<file path="src/rtl/uart_cmd_dispatcher.sv">
// uart_cmd_dispatcher: buffers UART command bytes in a FIFO and dispatches them to read/write arbiters
module uart_cmd_dispatcher #(
    parameter int CMD_W      = 3,
    parameter int ADDR_W     = 5,
    parameter int FIFO_DEPTH = 4,
    parameter int CNT_W      = 8,
    // IDCODE instruction address, used as the write-channel address of a reset broadcast
    parameter logic [ADDR_W-1:0] RESET_WR_ADDR = ADDR_W'(2)
) (
    input  logic              CLK_I,
    input  logic              RST_NI,
    input  logic              READ_I,
    input  logic              CMD_REC_I,
    input  logic [7:0]        DATA_REC_I,
    input  logic              ERR_CLR_I,
    output logic              BUSY_O,
    output logic              FULL_O,
    output logic              OVERFLOW_O,
    output logic [CNT_W-1:0]  DROP_CNT_O,
    output logic [CMD_W-1:0]  READ_COMMAND_O,
    output logic [ADDR_W-1:0] READ_ADDRESS_O,
    output logic              READ_ARBITER_VALID_O,
    input  logic              READ_ARBITER_READY_I,
    output logic [CMD_W-1:0]  WRITE_COMMAND_O,
    output logic [ADDR_W-1:0] WRITE_ADDRESS_O,
    output logic              WRITE_ARBITER_VALID_O,
    input  logic              WRITE_ARBITER_READY_I
);
    localparam int PTR_W = $clog2(FIFO_DEPTH);
    localparam logic [CMD_W-1:0] CMD_NOP       = CMD_W'(0);
    localparam logic [CMD_W-1:0] CMD_READ      = CMD_W'(1);
    localparam logic [CMD_W-1:0] CMD_CONT_READ = CMD_W'(2);
    localparam logic [CMD_W-1:0] CMD_WRITE     = CMD_W'(3);
    localparam logic [CMD_W-1:0] CMD_RESET     = CMD_W'(4);

    if (CMD_W + ADDR_W != 8) begin : g_bad_width
        $error("CMD_W + ADDR_W must equal 8");
    end
    if (FIFO_DEPTH < 2 || (FIFO_DEPTH & (FIFO_DEPTH - 1)) != 0) begin : g_bad_depth
        $error("FIFO_DEPTH must be a power of two, at least 2");
    end

    typedef enum logic {IDLE, DISPATCH} state_t;
    state_t state, state_nxt;

    logic [7:0]        fifo_mem [FIFO_DEPTH];
    logic [PTR_W-1:0]  wr_ptr, rd_ptr;
    logic [PTR_W:0]    count;
    logic [7:0]        head;
    logic [CMD_W-1:0]  head_cmd;
    logic [ADDR_W-1:0] head_addr;
    logic              capture, push, pop, empty, head_rd, head_wr, done_now, drop;
    logic              rd_valid_nxt, wr_valid_nxt;
    logic [CMD_W-1:0]  rd_cmd_nxt, wr_cmd_nxt;
    logic [ADDR_W-1:0] rd_addr_nxt, wr_addr_nxt;

    assign capture   = READ_I && CMD_REC_I;
    assign push      = capture && !FULL_O;
    assign empty     = count == '0;
    assign FULL_O    = count == (PTR_W+1)'(FIFO_DEPTH);
    assign head      = fifo_mem[rd_ptr];
    assign head_cmd  = head[7:ADDR_W];
    assign head_addr = head[ADDR_W-1:0];
    assign head_rd   = head_cmd == CMD_READ || head_cmd == CMD_CONT_READ || head_cmd == CMD_RESET;
    assign head_wr   = head_cmd == CMD_WRITE || head_cmd == CMD_RESET;
    // A channel counts as done once its valid is low or is being accepted this cycle
    assign done_now  = (!READ_ARBITER_VALID_O || READ_ARBITER_READY_I) &&
                       (!WRITE_ARBITER_VALID_O || WRITE_ARBITER_READY_I);
    assign pop       = !empty && (state == IDLE || done_now);
    assign drop      = pop && !head_rd && !head_wr;
    assign BUSY_O    = !empty || state == DISPATCH;

    // FIFO storage; contents need no reset since occupancy gates every read
    always_ff @(posedge CLK_I) begin
        if (push) fifo_mem[wr_ptr] <= DATA_REC_I;
    end

    // FIFO pointers, occupancy and error status
    always_ff @(posedge CLK_I or negedge RST_NI) begin
        if (!RST_NI) begin
            wr_ptr     <= '0;
            rd_ptr     <= '0;
            count      <= '0;
            OVERFLOW_O <= 1'b0;
            DROP_CNT_O <= '0;
        end else begin
            wr_ptr     <= push ? wr_ptr + 1'b1 : wr_ptr;
            rd_ptr     <= pop ? rd_ptr + 1'b1 : rd_ptr;
            count      <= count + (PTR_W+1)'(push) - (PTR_W+1)'(pop);
            OVERFLOW_O <= ERR_CLR_I ? 1'b0 : OVERFLOW_O || (capture && FULL_O);
            DROP_CNT_O <= ERR_CLR_I ? '0 : (drop && DROP_CNT_O != '1) ? DROP_CNT_O + 1'b1 : DROP_CNT_O;
        end
    end

    // Dispatcher state register
    always_ff @(posedge CLK_I or negedge RST_NI) begin
        if (!RST_NI) state <= IDLE;
        else         state <= state_nxt;
    end

    // Next state: a pop loads a new command; otherwise leave DISPATCH once both channels are done
    always_comb begin
        state_nxt = pop ? ((head_rd || head_wr) ? DISPATCH : IDLE) : (done_now ? IDLE : state);
    end

    // Channel payload/valid next values; payload only changes when a new command is loaded
    always_comb begin
        rd_valid_nxt = pop ? head_rd : READ_ARBITER_VALID_O && !READ_ARBITER_READY_I;
        wr_valid_nxt = pop ? head_wr : WRITE_ARBITER_VALID_O && !WRITE_ARBITER_READY_I;
        rd_cmd_nxt   = (pop && head_rd) ? head_cmd : READ_COMMAND_O;
        rd_addr_nxt  = (pop && head_rd) ? head_addr : READ_ADDRESS_O;
        wr_cmd_nxt   = (pop && head_wr) ? head_cmd : WRITE_COMMAND_O;
        wr_addr_nxt  = (pop && head_wr) ? ((head_cmd == CMD_RESET) ? RESET_WR_ADDR : head_addr) : WRITE_ADDRESS_O;
    end

    // Registered channel outputs
    always_ff @(posedge CLK_I or negedge RST_NI) begin
        if (!RST_NI) begin
            READ_ARBITER_VALID_O  <= 1'b0;
            WRITE_ARBITER_VALID_O <= 1'b0;
            READ_COMMAND_O        <= CMD_NOP;
            READ_ADDRESS_O        <= '0;
            WRITE_COMMAND_O       <= CMD_NOP;
            WRITE_ADDRESS_O       <= '0;
        end else begin
            READ_ARBITER_VALID_O  <= rd_valid_nxt;
            WRITE_ARBITER_VALID_O <= wr_valid_nxt;
            READ_COMMAND_O        <= rd_cmd_nxt;
            READ_ADDRESS_O        <= rd_addr_nxt;
            WRITE_COMMAND_O       <= wr_cmd_nxt;
            WRITE_ADDRESS_O       <= wr_addr_nxt;
        end
    end
endmodule

</file>
<file path="config.mk">
export PLATFORM = sky130hd
export DESIGN_NAME = uart_cmd_dispatcher
export DESIGN_NICKNAME = d
export VERILOG_FILES = /design/src/rtl/uart_cmd_dispatcher.sv
export SDC_FILE = /design/constraint.sdc
export NUM_CORES = 1
export LEC_CHECK = 0
export ABC_AREA = 1
export BUFFER_PORTS_ARGS = -buffer_cell sky130_fd_sc_hd__buf_2
export CORE_MARGIN = 1
export CORE_UTILIZATION = 30
export CTS_CLUSTER_SIZE = 40
export DETAILED_ROUTE_END_ITERATION = 8
export GPL_ROUTABILITY_DRIVEN = 0
export HOLD_SLACK_MARGIN = 0.15
export PLACE_DENSITY = 0.52
export SLEW_MARGIN = 40
export SYNTH_ARGS = -nofsm -noshare
export SYNTH_HDL_FRONTEND = slang
export SYNTH_SLANG_ARGS = --single-unit
</file>
<file path="constraint.sdc">
create_clock -name CLK_I -period 6.8 [get_ports CLK_I]
set_clock_uncertainty 0.15 [all_clocks]
set_input_delay 0.68 -clock CLK_I [delete_from_list [all_inputs] [get_ports CLK_I]]
set_output_delay 0.68 -clock CLK_I [all_outputs]
set_load 0.01 [all_outputs]
</file>
Yosys cells after proc, flatten, opt, wreduce, memory -nomap -nowiden
Memories as Yosys holds them, arrays and structs flattened.
Index checks and enable logic that the tools add are counted.
Widths: inputs -> output; s select.
{"block": "totals", "regBits": 35, "ram_bits": 32, "in_bits": 15, "out_inout_bits": 29, "elab_cells": 68, "memories": 1}
{"block": "op_classes", "addsub": 5, "n_eq_ne": 6, "n_mux": 11, "bitwise": 1, "n_reduce_logical": 32}
{"name": "fifo_mem", "words": 4, "width": 8, "rd": 1, "rd_clocked_by_memory_dff": 0, "write_ports": 1, "line_no": "46", "rtl": "logic [7:0] fifo_mem [FIFO_DEPTH];"}
{"operator": "$mux 8", "n": 2}
{"operator": "$logic_and 1x1->1", "n": 12}
{"operator": "$logic_or 1x1->1", "n": 9}
{"operator": "$add 8x1->8 const B", "n": 1}
{"operator": "$logic_not 1->1", "n": 8}
{"operator": "$mux 1", "n": 8}
{"operator": "$ne 8x8->1 const B", "n": 1}
{"operator": "$eq 3x2->1 const B", "n": 2}
{"operator": "$eq 3x3->1 const B", "n": 2}
{"operator": "$mux 5", "n": 1}
{"operator": "$add 2x1->2 const B", "n": 2}
{"operator": "$reduce_bool 2->1", "n": 2}
{"operator": "$add 3x1->3", "n": 1}
{"operator": "$eq 3x1->1 const B", "n": 1}
{"operator": "$logic_not 3->1", "n": 1}
{"operator": "$sub 3x1->3", "n": 1}
{"operator": "$not 1->1", "n": 1}

Depth between registers and ports, before layout
{"block": "logic_depth", "ltp_word": 10, "mapped_depth": 11, "ltp_nobuf": 10}

Least setup slack after synthesis
Ideal clock, no wire load.
{"block": "synth_path", "path_kind": "input port to flip-flop", "from": "input port WRITE_ARBITER_READY_I", "to": "register count[2]", "setup_ps": 122, "arrival_ps": 2033, "t_required_ps": 6528, "slack_ps": 4495, "cell_stages": 10, "path_cell_list": "inv_1 -> nand2_1 -> nand2_1 -> a21oi_4 -> ha_1 -> inv_1 -> ha_1 -> inv_1 -> fa_1 -> xor2_1"}
{"block": "synth_via", "elab_chain_cells": 5}
{"item": "start, declared", "line_no": "27", "rtl": "input logic WRITE_ARBITER_READY_I"}
{"item": "$logic_or 1x1->1", "line_no": "68", "rtl": "(!WRITE_ARBITER_VALID_O || WRITE_ARBITER_READY_I);"}
{"item": "$logic_and 1x1->1", "line_no": "67", "rtl": "assign done_now = (!READ_ARBITER_VALID_O || READ_ARBITER_READY_I) &&"}
{"item": "$logic_or 1x1->1", "line_no": "69", "rtl": "assign pop = !empty && (state == IDLE || done_now);"}
{"item": "$logic_and 1x1->1", "line_no": "69"}
{"item": "net pop", "line_no": "52", "rtl": "logic capture, push, pop, empty, head_rd, head_wr, done_now, drop;"}
{"item": "$sub 3x1->3", "line_no": "89", "rtl": "count <= count + (PTR_W+1)'(push) - (PTR_W+1)'(pop);"}
{"item": "end signal, assigned", "line_no": "89"}
{"item": "end, declared", "line_no": "48", "rtl": "logic [PTR_W:0] count;"}
The timed path passes the listed nets, and every way through them passes these cells.
A chain may end at the register's enable or synchronous reset.

Final worst setup path
{"block": "layout_path", "from": "register count[1]", "to": "register count[2]"}
{"block": "layout_via", "elab_chain_cells": 5, "word_cells_on_any_way": 8, "classes_between": "2 x add/sub; 1 x eq/ne; 5 x reduce/logical"}
{"item": "$eq 3x3->1", "line_no": "60", "rtl": "assign FULL_O = count == (PTR_W+1)'(FIFO_DEPTH);"}
{"item": "$logic_not 1->1", "line_no": "58", "rtl": "assign push = capture && !FULL_O;"}
{"item": "$logic_and 1x1->1", "line_no": "58"}
{"item": "$add 3x1->3", "line_no": "89"}
{"item": "$sub 3x1->3 (*)", "line_no": "89"}
Mark *: on every way between the ends. The rest lies on a longest branch, timed or not.

==> results by group <==
Route
  – Final WL: 6210 um
  – Final ANT Viol Nets: 0
  – Via count: 2123
  – Via/cell ratio: 4.40
  – Drt wl/cell: 12.9 um
  – Drt initial violations: 59
  – Pre-antenna DRT Iters: 4
  – # DRC: 0

Timing
  – Worst slew margin: a little under three fifths
  – Fmax: slightly below 0.4 GHz
  – Max-slew violation count: 0
  – Final setup vio count: 0
  – Worst-margin pin slew: 0.674 ns
  – Final Critical Period: approximately 2.5 ns
  – Tcrit/Tclk final: 37.4%
  – RSZ-0062 raised after global routing: no
  – Hold Violations, Final: 0
  – Fin Setup TNS: 0 ns

GRT
  – Initial antenna violation count: 0
  – Number of global-route vias before repair: about 2000
  – GRT Total Usage: around an eighth
  – Largest net degree at the start of global routing: 36
  – Total congestion overflow: 0
  – Met2 Track Usage GR: 19.3%
  – Top Usage Layer GRT: met2
  – M3 GR Usage: 3.70%
  – Met1 usage in global routing: 16.0%
  – Global-route wire length before repair: between 10000 and 15000 um

Synth
  – Synthesized instance count: 296
  – Synth top area share: 30.8%
  – Synth Area in XOR/XNOR: around 2.0%
  – Unique masters post-synth: 34
  – Synth Register Bits: between 60 and 70
  – Seq/Total Area, Yosys: approximately 59%
  – Simple-gate share of the synthesized area: 25.9%
  – Yosys warns: 0
  – Main area contributors after synthesis: edfxtp_1, dfrtp_1, nand2_1, nor2_1, nand3_1
  – Compound-cell area share of the yosys netlist: 4.33%
  – Dominant cell type by area after synthesis: edfxtp_1
  – Syn avg cell area: between 10 and 15 um2
  – Synth Cell Area: 3120 um2
  – Main combinational cell family by area after synthesis: simple AND/OR/NAND/NOR gates
  – Post-synthesis mux area share: 0%
  – Post-synthesis adder-cell area fraction: 3.45%
  – Syn Nets: around 320

Clock tree
  – CTS resizes: 0
  – TritonCTS clock tree: done
  – Cts hold-fix bufs: 0
  – Reg clk slew, reported paths: 0.09 ns
  – Setup Buffers After CTS: 0
  – Worst skew pair latency: 0.35 ns
  – CTS Buf Count: 9
  – Root buffer cell: clkbuf_8
  – # H-tree levels: 3
  – Max clock buf depth: 2
  – Clock net sink count: 67

Floorplan
  – Die X: 104 um
  – Initial Utilization: 31.5%
  – Core area: 9910 um2
  – Die Ht: 104 um
  – Die ar.: 10800 um2
  – Floorplan row count: 36
  – # IOs: 44

Power
  – Total power: 1.66 mW
  – Leak: around 1.7 nW
  – Clock share of power: 20.1%
  – Sw Share: 44.3%
  – Int Pwr: 926 uW
  – P per Cell Area: roughly 450 nW/um2
  – Flop pwr share: 37.3%
  – VDD IR max: around 0.12 mV
  – P_sw: 738 uW
  – Logic pwr share: 42.6%

Setup path
  – Crit path required time: 6.88 ns
  – Crit Path Class: reg -> reg
  – Critical path launch point type: flip-flop
  – Worst setup EP type: flip-flop
  – Worst path arrival time: 2.63 ns
  – Worst-path maximum fanout: 8

Layout
  – Ant diodes: 0
  – Nets: 367
  – Layout area overhead: 17.6%
  – Layout cell share with drive strength beyond 1: between 20 and 30%
  – Post-route cell area: between 3000 and 4000 um2

Hold path
  – Worst min path class: reg -> reg

Placement
  – DP Area: 3450 um2
  – Hpwl dp: 4300 um
  – I/O Buffers: 43

Run status
  – Run status: finished clean

Run
  – # Max-Cap Violations: 0
==> state kept, by name (all words and copies together) (netlist names) <==
name,flops
DROP_CNT_O,8
OVERFLOW_O,1
READ_ADDRESS_O,5
READ_ARBITER_VALID_O,1
READ_COMMAND_O,3
WRITE_ADDRESS_O,5
WRITE_ARBITER_VALID_O,1
WRITE_COMMAND_O,3
count,3
fifo_mem,32
rd_ptr,2
state,1
wr_ptr,2
==> final timing paths <==
| kind | from | endpoint | slack (ns) | cells after the start |
|---|---|---|---|---|
| max | count[1]$_DFF_PN0_ | count[2]$_DFF_PN0_ | 4.25 | 8 |
| min | WRITE_COMMAND_O[2]$_DFFE_PN0P_ | WRITE_COMMAND_O[2]$_DFFE_PN0P_ | 0.32 | 2 |
| max reg2reg | count[1]$_DFF_PN0_ | count[2]$_DFF_PN0_ | 4.25 | 8 |
| min reg2reg | WRITE_COMMAND_O[2]$_DFFE_PN0P_ | WRITE_COMMAND_O[2]$_DFFE_PN0P_ | 0.32 | 2 |
| max in group asynchronous | RST_NI | WRITE_COMMAND_O[1]$_DFFE_PN0P_ | 5.51 | 2 |
| min in group asynchronous | RST_NI | DROP_CNT_O[3]$_DFFE_PN0P_ | 0.66 | 2 |
==> power by group through the flow <==
stage          combinational [mW]  sequential, mW  clock [mW]
2_1_floorplan               0.549           0.619           0
3_3_place_gp                0.705           0.630           0
3_5_place_dp                0.721           0.632           0
4_1_cts                     0.722           0.623       0.342
5_1_grt                     0.807           0.635       0.363
6_report                    0.708           0.620       0.335
==> cell usage after synthesis (all sizes together) <==
cell,instances
clkbuf,1
fa,1
o22ai,5
o21ai,10
or2,2
buf,6
a21oi,3
nor3b,1
ha,7
xnor2,2
edfxtp,32
nand2,81
clkinv,1
dfrtp,35
o211ai,3
xor2,5
nor2,36
nand3,34
inv,28
nand4,3
==> routing by layer <==
| metal | up-vias | share of wire [%] |
|---|---|---|
| met5 | - | 0 |
| met3 | 6 | 3.3 |
| met4 | 0 | 1.1 |
| met2 | 35 | 48 |
| li1 | 1072 | - |
| met1 | 1010 | 48 |
==> cell usage in the layout, fill, tap and decap left out, drive strengths merged <==
master,n
o22ai,5
buf,43
inv,34
xor2,5
nor3b,1
edfxtp,32
dfrtp,35
clkinv,2
clkbuf,9
ha,7
nand4,3
nand2,81
or2,2
a21oi,3
xnor2,2
o211ai,3
nand3,34
fa,1
nor2,36
o21ai,10
dlygate4sd3,1
==> layout make-up <==
class / instances / area (um2)
clock buffers: 9 / 124
inverters: 29 / 116
repair buffers: 44 / 228
fillers: 1012 / 6240
well taps: 133 / 166
flip-flops and latches: 67 / 1840
clock inverters: 7 / 76.3
multi-input cells: 193 / 1120
==> critical path: stages (launching register included) <==
cell and delay [ns]:
dfrtp_1 0.43, or2_2 0.34, o211ai_2 0.43, ha_1 0.32, inv_1 0.05, ha_1 0.13
inv_1 0.05, fa_1 0.37, xor2_1 0.17
==> per-stage QoR <==
| step | setup WS (ns) | util (%) | hold slack, ns | std cells |
|---|---|---|---|---|
| global placement | 4.32 | 34.8 | 0.303 | 465 |
| global route | 4.16 | 37.0 | 0.346 | 482 |
| finish | 4.25 | 37.0 | 0.322 | 482 |
| floorplan | 4.50 | - | 0.234 | 296 |
| detailed placement | 4.27 | 34.8 | 0.310 | 465 |
| CTS | 4.36 | 36.8 | 0.282 | 481 |
==> kinds of logic after synthesis <==
kind of cell / count (synthesis)
XOR/XNOR: 7
AND/OR/NAND/NOR: 157
AO/OA/AOI/OAI: 21
flip-flops: 67
adder cells (fa/ha/maj): 8
buffers and inverters: 36
(Power assumes the default switching activity.)
